[src/rtl/l2_types.sv]
// Shared types and sizing for the L2 writeback buffer.
// Sizing constants, drain FSM state encoding and the queued-line record.
package l2_types;

    localparam int WB_WIDTH  = 256;
    localparam int WB_ADDR_W = 32;
    localparam int WB_DEPTH  = 4;
    localparam int WB_OFF    = 5;

    typedef enum logic {
        WB_IDLE,
        WB_WRITE
    } wb_state_t;

    typedef struct packed {
        logic [WB_ADDR_W-1:WB_OFF] line;
        logic [WB_WIDTH-1:0]       data;
    } wb_entry_t;

endpackage

[src/rtl/l2_wb_match.sv]
// Youngest-first line-address matcher over the writeback queue entries.
// Latency: purely combinational.
// Backpressure: none; it only observes the queue state.
module l2_wb_match
    import l2_types::*;
#(
    parameter int DEPTH  = WB_DEPTH,
    parameter int LINE_W = WB_ADDR_W - WB_OFF,
    localparam int PTR_W = $clog2(DEPTH)
) (
    input  logic [LINE_W-1:0] ent_line [DEPTH],
    input  logic [DEPTH-1:0]  ent_vld,
    input  logic [PTR_W-1:0]  tail,
    input  logic [LINE_W-1:0] lookup_line,
    output logic              hit,
    output logic [PTR_W-1:0]  sel
);

    logic [PTR_W-1:0] idx;

    // Walk from the oldest slot (tail) towards the youngest (tail-1);
    // the last match seen is the youngest one.
    always_comb begin
        hit = 1'b0;
        sel = '0;
        idx = '0;
        for (int k = 0; k < DEPTH; k++) begin
            idx = tail + PTR_W'(k);
            if (ent_vld[idx] && (ent_line[idx] == lookup_line)) begin
                hit = 1'b1;
                sel = idx;
            end
        end
    end

endmodule

[src/rtl/l2_writeback_buffer.sv]
// Queues evicted dirty L2 lines and drains them to pmem; snoop port serves queued data.
// Latency: accept edge, then IDLE->WRITE edge (2 cycles); one bubble between writes.
// Backpressure: wb_ready low while full; pmem_write held until pmem_resp.
module l2_writeback_buffer
    import l2_types::*;
#(
    parameter int WIDTH  = WB_WIDTH,
    parameter int DEPTH  = WB_DEPTH,
    parameter int ADDR_W = WB_ADDR_W
) (
    input  logic              clk,
    input  logic              rst_n,
    input  logic              wb_valid,
    input  logic [ADDR_W-1:0] wb_addr,
    input  logic [WIDTH-1:0]  wb_data,
    output logic              wb_ready,
    input  logic [ADDR_W-1:0] lookup_addr,
    output logic              lookup_hit,
    output logic [WIDTH-1:0]  lookup_data,
    output logic              pmem_write,
    output logic [ADDR_W-1:0] pmem_address,
    output logic [WIDTH-1:0]  pmem_wdata,
    input  logic              pmem_resp,
    output logic              empty
);

    localparam int OFF    = $clog2(WIDTH / 8);
    localparam int PTR_W  = $clog2(DEPTH);
    localparam int CNT_W  = PTR_W + 1;
    localparam int LINE_W = ADDR_W - OFF;

    logic [LINE_W-1:0] ent_line [DEPTH];
    logic [WIDTH-1:0]  ent_data [DEPTH];
    logic [DEPTH-1:0]  ent_vld;
    logic [PTR_W-1:0]  head;
    logic [PTR_W-1:0]  tail;
    logic [CNT_W-1:0]  count;
    wb_state_t         state;

    logic              push;
    logic              pop;
    logic              match_hit;
    logic [PTR_W-1:0]  match_sel;
    logic              unused_offset_bits;

    assign wb_ready     = (count != CNT_W'(DEPTH));
    assign empty        = (count == '0);
    assign push         = wb_valid && wb_ready;
    assign pop          = (state == WB_WRITE) && pmem_resp;
    assign pmem_address = {ent_line[head], {OFF{1'b0}}};
    assign pmem_wdata   = ent_data[head];
    assign unused_offset_bits = ^{wb_addr[OFF-1:0], lookup_addr[OFF-1:0]};

    always_ff @(posedge clk) begin
        if (!rst_n) begin
            for (int i = 0; i < DEPTH; i++) begin
                ent_line[i] <= '0;
                ent_data[i] <= '0;
            end
            ent_vld <= '0;
            head    <= '0;
            tail    <= '0;
            count   <= '0;
        end else begin
            // Slot at head is only popped when non-empty and tail only written when
            // not full, so the two valid-bit updates never target the same slot.
            if (pop) begin
                ent_vld[head] <= 1'b0;
                head          <= head + PTR_W'(1);
            end
            if (push) begin
                ent_line[tail] <= wb_addr[ADDR_W-1:OFF];
                ent_data[tail] <= wb_data;
                ent_vld[tail]  <= 1'b1;
                tail           <= tail + PTR_W'(1);
            end
            count <= count + CNT_W'(push) - CNT_W'(pop);
        end
    end

    always_ff @(posedge clk) begin
        if (!rst_n) begin
            state      <= WB_IDLE;
            pmem_write <= 1'b0;
        end else begin
            case (state)
                WB_IDLE: begin
                    if (count != '0) begin
                        state      <= WB_WRITE;
                        pmem_write <= 1'b1;
                    end
                end
                WB_WRITE: begin
                    if (pmem_resp) begin
                        state      <= WB_IDLE;
                        pmem_write <= 1'b0;
                    end
                end
                default: begin
                    state      <= WB_IDLE;
                    pmem_write <= 1'b0;
                end
            endcase
        end
    end

    l2_wb_match #(
        .DEPTH  (DEPTH),
        .LINE_W (LINE_W)
    ) u_match (
        .ent_line    (ent_line),
        .ent_vld     (ent_vld),
        .tail        (tail),
        .lookup_line (lookup_addr[ADDR_W-1:OFF]),
        .hit         (match_hit),
        .sel         (match_sel)
    );

    assign lookup_hit  = match_hit;
    assign lookup_data = match_hit ? ent_data[match_sel] : '0;

endmodule
[config.mk]
export PLATFORM = sky130hd
export DESIGN_NAME = l2_writeback_buffer
export DESIGN_NICKNAME = d
export VERILOG_FILES = /design/src/rtl/l2_types.sv /design/src/rtl/l2_wb_match.sv /design/src/rtl/l2_writeback_buffer.sv
export SDC_FILE = /design/constraint.sdc
export NUM_CORES = 2
export LEC_CHECK = 0
export CORE_AREA = 2 2 336 338
export CTS_BUF_LIST = sky130_fd_sc_hd__clkbuf_8
export DETAILED_ROUTE_END_ITERATION = 16
export DIE_AREA = 0 0 338 340
export DONT_BUFFER_PORTS = 1
export GPL_ROUTABILITY_DRIVEN = 0
export GPL_TIMING_DRIVEN = 0
export PLACE_DENSITY = 0.76
export SLEW_MARGIN = 15
export SYNTH_ARGS = -nofsm -noshare
export SYNTH_HDL_FRONTEND = slang
export SYNTH_SLANG_ARGS = --single-unit
[constraint.sdc]
create_clock -name clk -period 27 [get_ports clk]
set_clock_uncertainty 0.05 [all_clocks]
set_input_delay 1.35 -clock clk [delete_from_list [all_inputs] [get_ports clk]]
set_output_delay 1.35 -clock clk [all_outputs]
set_load 0.02 [all_outputs]
; ---- Yosys cells after proc, flatten, opt, wreduce, memory -nomap -nowiden
; Memories as Yosys holds them, arrays and structs flattened. A register that Yosys moved wholly into a read port is not among the register bits.
; Index checks and enable logic that the tools add are counted.
[op_classes]
add_sub_neg = 6
n_lt_le_gt_ge = 13
eq_ne = 7
mux = 57
n_bitwise = 9
reduce_logical = 13
[op_table]
columns = operator, n
row1 = 256-bit two-way mux, 2
row2 = 27-bit two-way mux, 11
row3 = 27-bit binary-select mux with 2-bit select, 5
row4 = 256-bit OR reduction, 1
row5 = 108-bit bitwise mux, 1
row6 = 27-bit equality test, 4
row7 = 27-bit demux with 2-bit select, 1
row8 = 1-bit two-way mux, 19
row9 = 3-bit greater-or-equal comparator (second input constant), 5
row10 = 2-bit by 3-bit less-than comparator with 1-bit output (second input constant), 5
row11 = 2-bit NOT with 3-bit output, 5
row12 = 2-bit two-way mux, 7
row13 = 4-bit two-way mux, 3
row14 = 1-bit logical AND, 9
row15 = 1-bit binary-select mux with 2-bit select, 4
row16 = 2-bit by 1-bit adder with 2-bit output (second input constant), 2
row17 = 2-bit adder (second input constant), 2
row18 = 4-bit bitwise AND, 1
row19 = 1-bit demux with 2-bit select, 2
row20 = 2-bit by 1-bit greater-or-equal comparator with 1-bit output (second input constant), 2
row21 = 2-bit inequality test (second input constant), 2
row22 = 4-bit NOT, 1
row23 = 4-bit bitwise OR, 1
row24 = 1-bit case mux with 2 select lines, 2
row25 = 8 further kinds, 8
[totals]
register_bits = 121
ram_bits = 1024
input_bits = 324
out_inout_bits = 548
word_cells = 116
n_memories = 1
[memory_table]
columns = name, words, width, read_ports, rd_clocked_by_memory_dff, write_ports, line
row1 = ent_data, 4, 256, 2, 1, 4, l2_writeback_buffer.sv:33  ; logic [WIDTH-1:0] ent_data [DEPTH];

; ---- Logic depth before layout (Yosys ltp)
; An unclocked memory read counts as a cell.
[logic_depth]
ltp_word = 12
depth_mapped = 25
ltp_nobuf = 12

; ---- Modules after synthesis
; From an unflattened synthesis, not the netlist that was laid out.
[hier_totals]
hier_cells = 4080
area_unflattened_um2 = 61137.4
[modules_own_cells]
columns = module, n_inst, cells_each, area_per_inst_um2, seq_area_each_um2
row1 = l2_writeback_buffer, 1, 3571, 56694.4, 33211.9
row2 = l2_wb_match, 1, 509, 4443.0, 0.0

; ---- Worst setup path before layout
; Ideal clock, no wire load.
[synth_timing]
path_type = input-to-reg
start = input wb_valid
end = memory ent_data[3][0] (netlist name), enable pin
setup_time_ns = 1.246
arrival_ns = 20.818
t_required_ns = 25.704
path_slack_ns = 4.885
cell_stages = 6
path_cell_list = and2_1 -> clkbuf_1 -> clkbuf_1 -> clkbuf_1 -> inv_1 -> o31ai_1
[synth_lines]
columns = element, line
row1 = "start, declared", l2_writeback_buffer.sv:13  ; input logic wb_valid,
row2 = "end, declared", l2_writeback_buffer.sv:33

; ---- Worst setup path in the final report
[layout_timing]
start = register tail[1]
end = output lookup_data[125]
[layout_lines]
columns = element, line
row1 = "start, declared", l2_writeback_buffer.sv:36  ; logic [PTR_W-1:0] tail;
row2 = "start signal, assigned", l2_writeback_buffer.sv:75  ; tail <= tail + PTR_W'(1);
row3 = 2-bit by 1-bit adder with 2-bit output or 2-bit NOT with 3-bit output (tied branches), "l2_wb_match.sv:28, l2_wb_match.sv:29"
row4 = 2-bit NOT with 3-bit output (implied by the code) or 27-bit binary-select mux with 2-bit select (tied branches), l2_wb_match.sv:29  ; if (ent_vld[idx] && (ent_line[idx] == lookup_line)) begin
row5 = 27-bit binary-select mux with 2-bit select or 27-bit two-way mux (tied branches), l2_wb_match.sv:29
row6 = 27-bit two-way mux (implied by the code), l2_wb_match.sv:29
row7 = 27-bit two-way mux (implied by the code) or 27-bit equality test (tied branches), l2_wb_match.sv:29
row8 = 27-bit equality test or 1-bit logical AND (tied branches), l2_wb_match.sv:29
row9 = 1-bit logical AND or 1-bit two-way mux (tied branches), l2_wb_match.sv:29
row10 = 1-bit two-way mux (2 in series), l2_wb_match.sv:29
row11 = 1-bit two-way mux (*), l2_wb_match.sv:29
row12 = via lookup_hit, l2_writeback_buffer.sv:18  ; output logic lookup_hit,
row13 = 256-bit two-way mux (*), l2_writeback_buffer.sv:120  ; assign lookup_data = match_hit ? ent_data[match_sel] : '0;
row14 = "end, declared", l2_writeback_buffer.sv:19  ; output logic [WIDTH-1:0] lookup_data,
; The timed path passes the listed nets; every way through them passes the cells marked *. The select of a mux whose other input is x is not followed.

==> reports/results.txt <==
Status: finished, final reports clean
Post-synthesis cell type count: 84
CP Class: reg2out
Setup WS post-layout: 16.71 ns
Worst setup EP type: output pin
Async S/R FF share, synth: 0%
GRT Residual Overflow: 0
Worst-Margin Slew: 1.24 ns
Routed vias/inst: 6.73
Commonest register cell after synthesis: edfxtp_1
DR pass1 iterations: 7
Slowest stage delay, CP: 0.86 ns
Startpoint Class: flop
Setup violators final: 0
Clock power share: 29.3%
Die Y: 340 um
CTS Hold Bufs: 0
Period utilisation layout: 38.1%
Max Clk Rate: 97.2 MHz
CTS max path bufs: 3
Seq/Total Area, Yosys: 53.3%
Footprint of the multi-input gates: 26700 um^2
Largest fanout on the critical path: 11
Hold WS: 0.411 ns
Vias in the first global route: 43205
Routed WL: 214000 um
Vias: 43515
Cell Count, Final, Fillers Out: 6470
Top area cells in the synthesized netlist: edfxtp_1, mux4_2, mux2i_1
H-Tree Depth: 4
Clk_lat worst skew: 0.87 ns
Place WS: 17.74 ns
CTS tree: built
Post-Synthesis Cells: 4571
PwrDens: 72.4 nW/um^2
Pin count of the biggest net entering global routing: 50
Max cap viols: 0
Routed WL per cell: 33.1 um
Starting DRT DRC Count: 4982
Core area: 112000 um^2
CTS Sinks: 1147
Yosys Warn Count: 0
Initial antenna violation count: 16
Seq pwr share: 45.2%
Cell taking the most area after synthesis: edfxtp_1
Leak pwr: 23.2 nW
Fin nets: 5145
First-pass GRT wire length: 302000 um
Metal3 WL: 28500 um
Int Power: 3.32 mW
Total CTS buffers: 187
Placed cells: 6121
Clock Tree Root: clkbuf_8
RSZ-0062 raised after global routing: false
HP Class: reg2reg
Slew Limit Headroom: 17.2%
Worst-path clk slew: 0.06 ns
Cells along the critical path: buf_4 > buf_4 > buf_2 > inv_1 > clkbuf_1 > ha_1 > buf_2 > buf_6 > buf_6 > buf_4 > mux2i_1 > o22ai_1 > a211oi_1 > or4b_1 > nor4_2 > a21oi_1 > nand3b_1 > o211ai_2 > clkbuf_1 > buf_2 > o22ai_1
Post-CTS sizing: 0
DRC errors left: 0
Die width: 338 um
Post-Syn Area: 62400 um^2
Die area: 115000 um^2
Psw: 1.66 mW
Switching share of power: 33.3%
Wire length on met2: 97900 um
Synthesized flop and latch total: 1147
Area grow syn2layout: 10.1%
Number of cell rows: 123
Max Used Layer: met5
GRT Util Overall: 36.5%
Period minus WS final: 10.29 ns
Part of the power in combinational logic: 25.5%
CP required: 25.60 ns
Post-DRT Antenna Nets: 0
Slowest stage cell on the critical path: o22ai_1
Register area: 33200 um^2
Syn avg cell area: 13.6 um^2
Post-synth EDFFs: 1024
Share of cells above drive strength 1: 16.0%
DP Wirelength: 154000 um
Setup Fix Bufs, Post-CTS: 0
Final hold violations: 0
Met1 WL: 71700 um
Max rail drop VDD: 0.0571 mV
Port Buffers: 0
Finished Core Util: 61.6%
Ports: 872
CP arrival: 8.89 ns
Yosys top cell area share: 49.3%
Slew Limit Fails: 0
Initial Util: 55.9%
Fillers: 8584
## power by group through the flow
stage | Sequential (mW) | Clock, mW | Combinational [mW]
floorplan | 2.29 | 0 | 0.867
global placement | 2.35 | 0 | 1.20
finish | 2.25 | 1.46 | 1.27
detailed placement | 2.28 | 0 | 1.24
CTS | 2.24 | 1.46 | 1.24
global route | 2.26 | 1.54 | 1.31
## kinds of logic (layout without fill, tap and decap cells)
family | after synthesis | count (layout) | synth area share, %
buf+inv | 441 | 823 | 4.04
mux | 967 | 967 | 22.6
compound gates | 489 | 489 | 5.41
simple gates | 1420 | 1420 | 13.2
xor+xnor | 95 | 95 | 1.33
other cells | 1 | 18 | 0.00601
fa+ha+maj | 11 | 11 | 0.233
flops | 1147 | 1147 | 53.3
## cells in the mapped netlist (all sizes together) (11+ instances only)
master,number
buf,168
o21ai,16
nor2,16
xnor2,86
mux2,11
nand2,260
a21oi,13
and3,263
nand3,11
mux2i,607
a21boi,110
nor2b,13
nand4,17
inv,19
edfxtp,1024
mux4,349
clkbuf,252
nor4,15
dfxtp,123
o22ai,265
and2,781
## worst paths after layout
path | cells past startpoint | start | to | slack, ns
max | 21 | tail[1] | lookup_data[125] | 16.71
min | 2 | state | state | 0.41
max reg2reg | 13 | tail[1] | ent_data[2][97] | 21.52
min reg2reg | 2 | state | state | 0.41
## layout by cell type, fill, tap and decap left out, drive strengths merged, types with 11 or more instances in the layout
master,n
inv,83
clkinv,67
o21ai,16
nor2,16
nand4,17
mux4,349
nand2,260
and3,263
a21oi,13
o22ai,265
a21boi,110
mux2i,607
nand3,11
xnor2,86
buf,212
nor2b,13
diode,13
dfxtp,123
and2,781
edfxtp,1024
nor4,15
clkbuf,446
mux2,11
## layer usage
layer	global-route usage, %	vias up
met2	57.3	3049
met3	13.7	804
met5	0	-
li1	-	17997
met4	22.1	4
met1	42.7	21661
## worst max-delay path: cells and delay by family (launching register included)
| kind | cells | cell delay, ns |
|---|---|---|
| AOI/OAI and AO/OA | 5 | 1.64 |
| adders and majority gates | 1 | 0.40 |
| buffers and inverters | 11 | 3.56 |
| DFF | 1 | 0.50 |
| muxes | 1 | 0.51 |
| and+or+nand+nor | 3 | 1.32 |
## state kept, by name, summed over array words and instances (netlist names), named ones only
name and cells:
state 1, ent_vld 4, count 3, ent_data 1024, head 2, pmem_write 1, tail 2, ent_line 108
## through the flow
step / power, mW / TNS [ns] / area (um^2)
6_report: 4.97 / 0 / 68700
5_1_grt: 5.11 / 0 / 68700
4_1_cts: 4.95 / 0 / 68600
3_5_place_dp: 3.52 / 0 / 65100
3_3_place_gp: 3.55 / -2865.16 / 64300
2_1_floorplan: 3.15 / 0 / 62400
## layout make-up
class	instances	share of cell area, %
clock buffers	192	3.85
multi-input cells	2987	38.9
clock inverters	144	1.26
inverters	21	0.115
well taps	1500	2.73
diodes	13	0.0474
plain buffers	420	3.56
repair buffers	46	1.20
flip-flops and latches	1147	48.4
No activity file was read; power rests on OpenSTA's default activity.
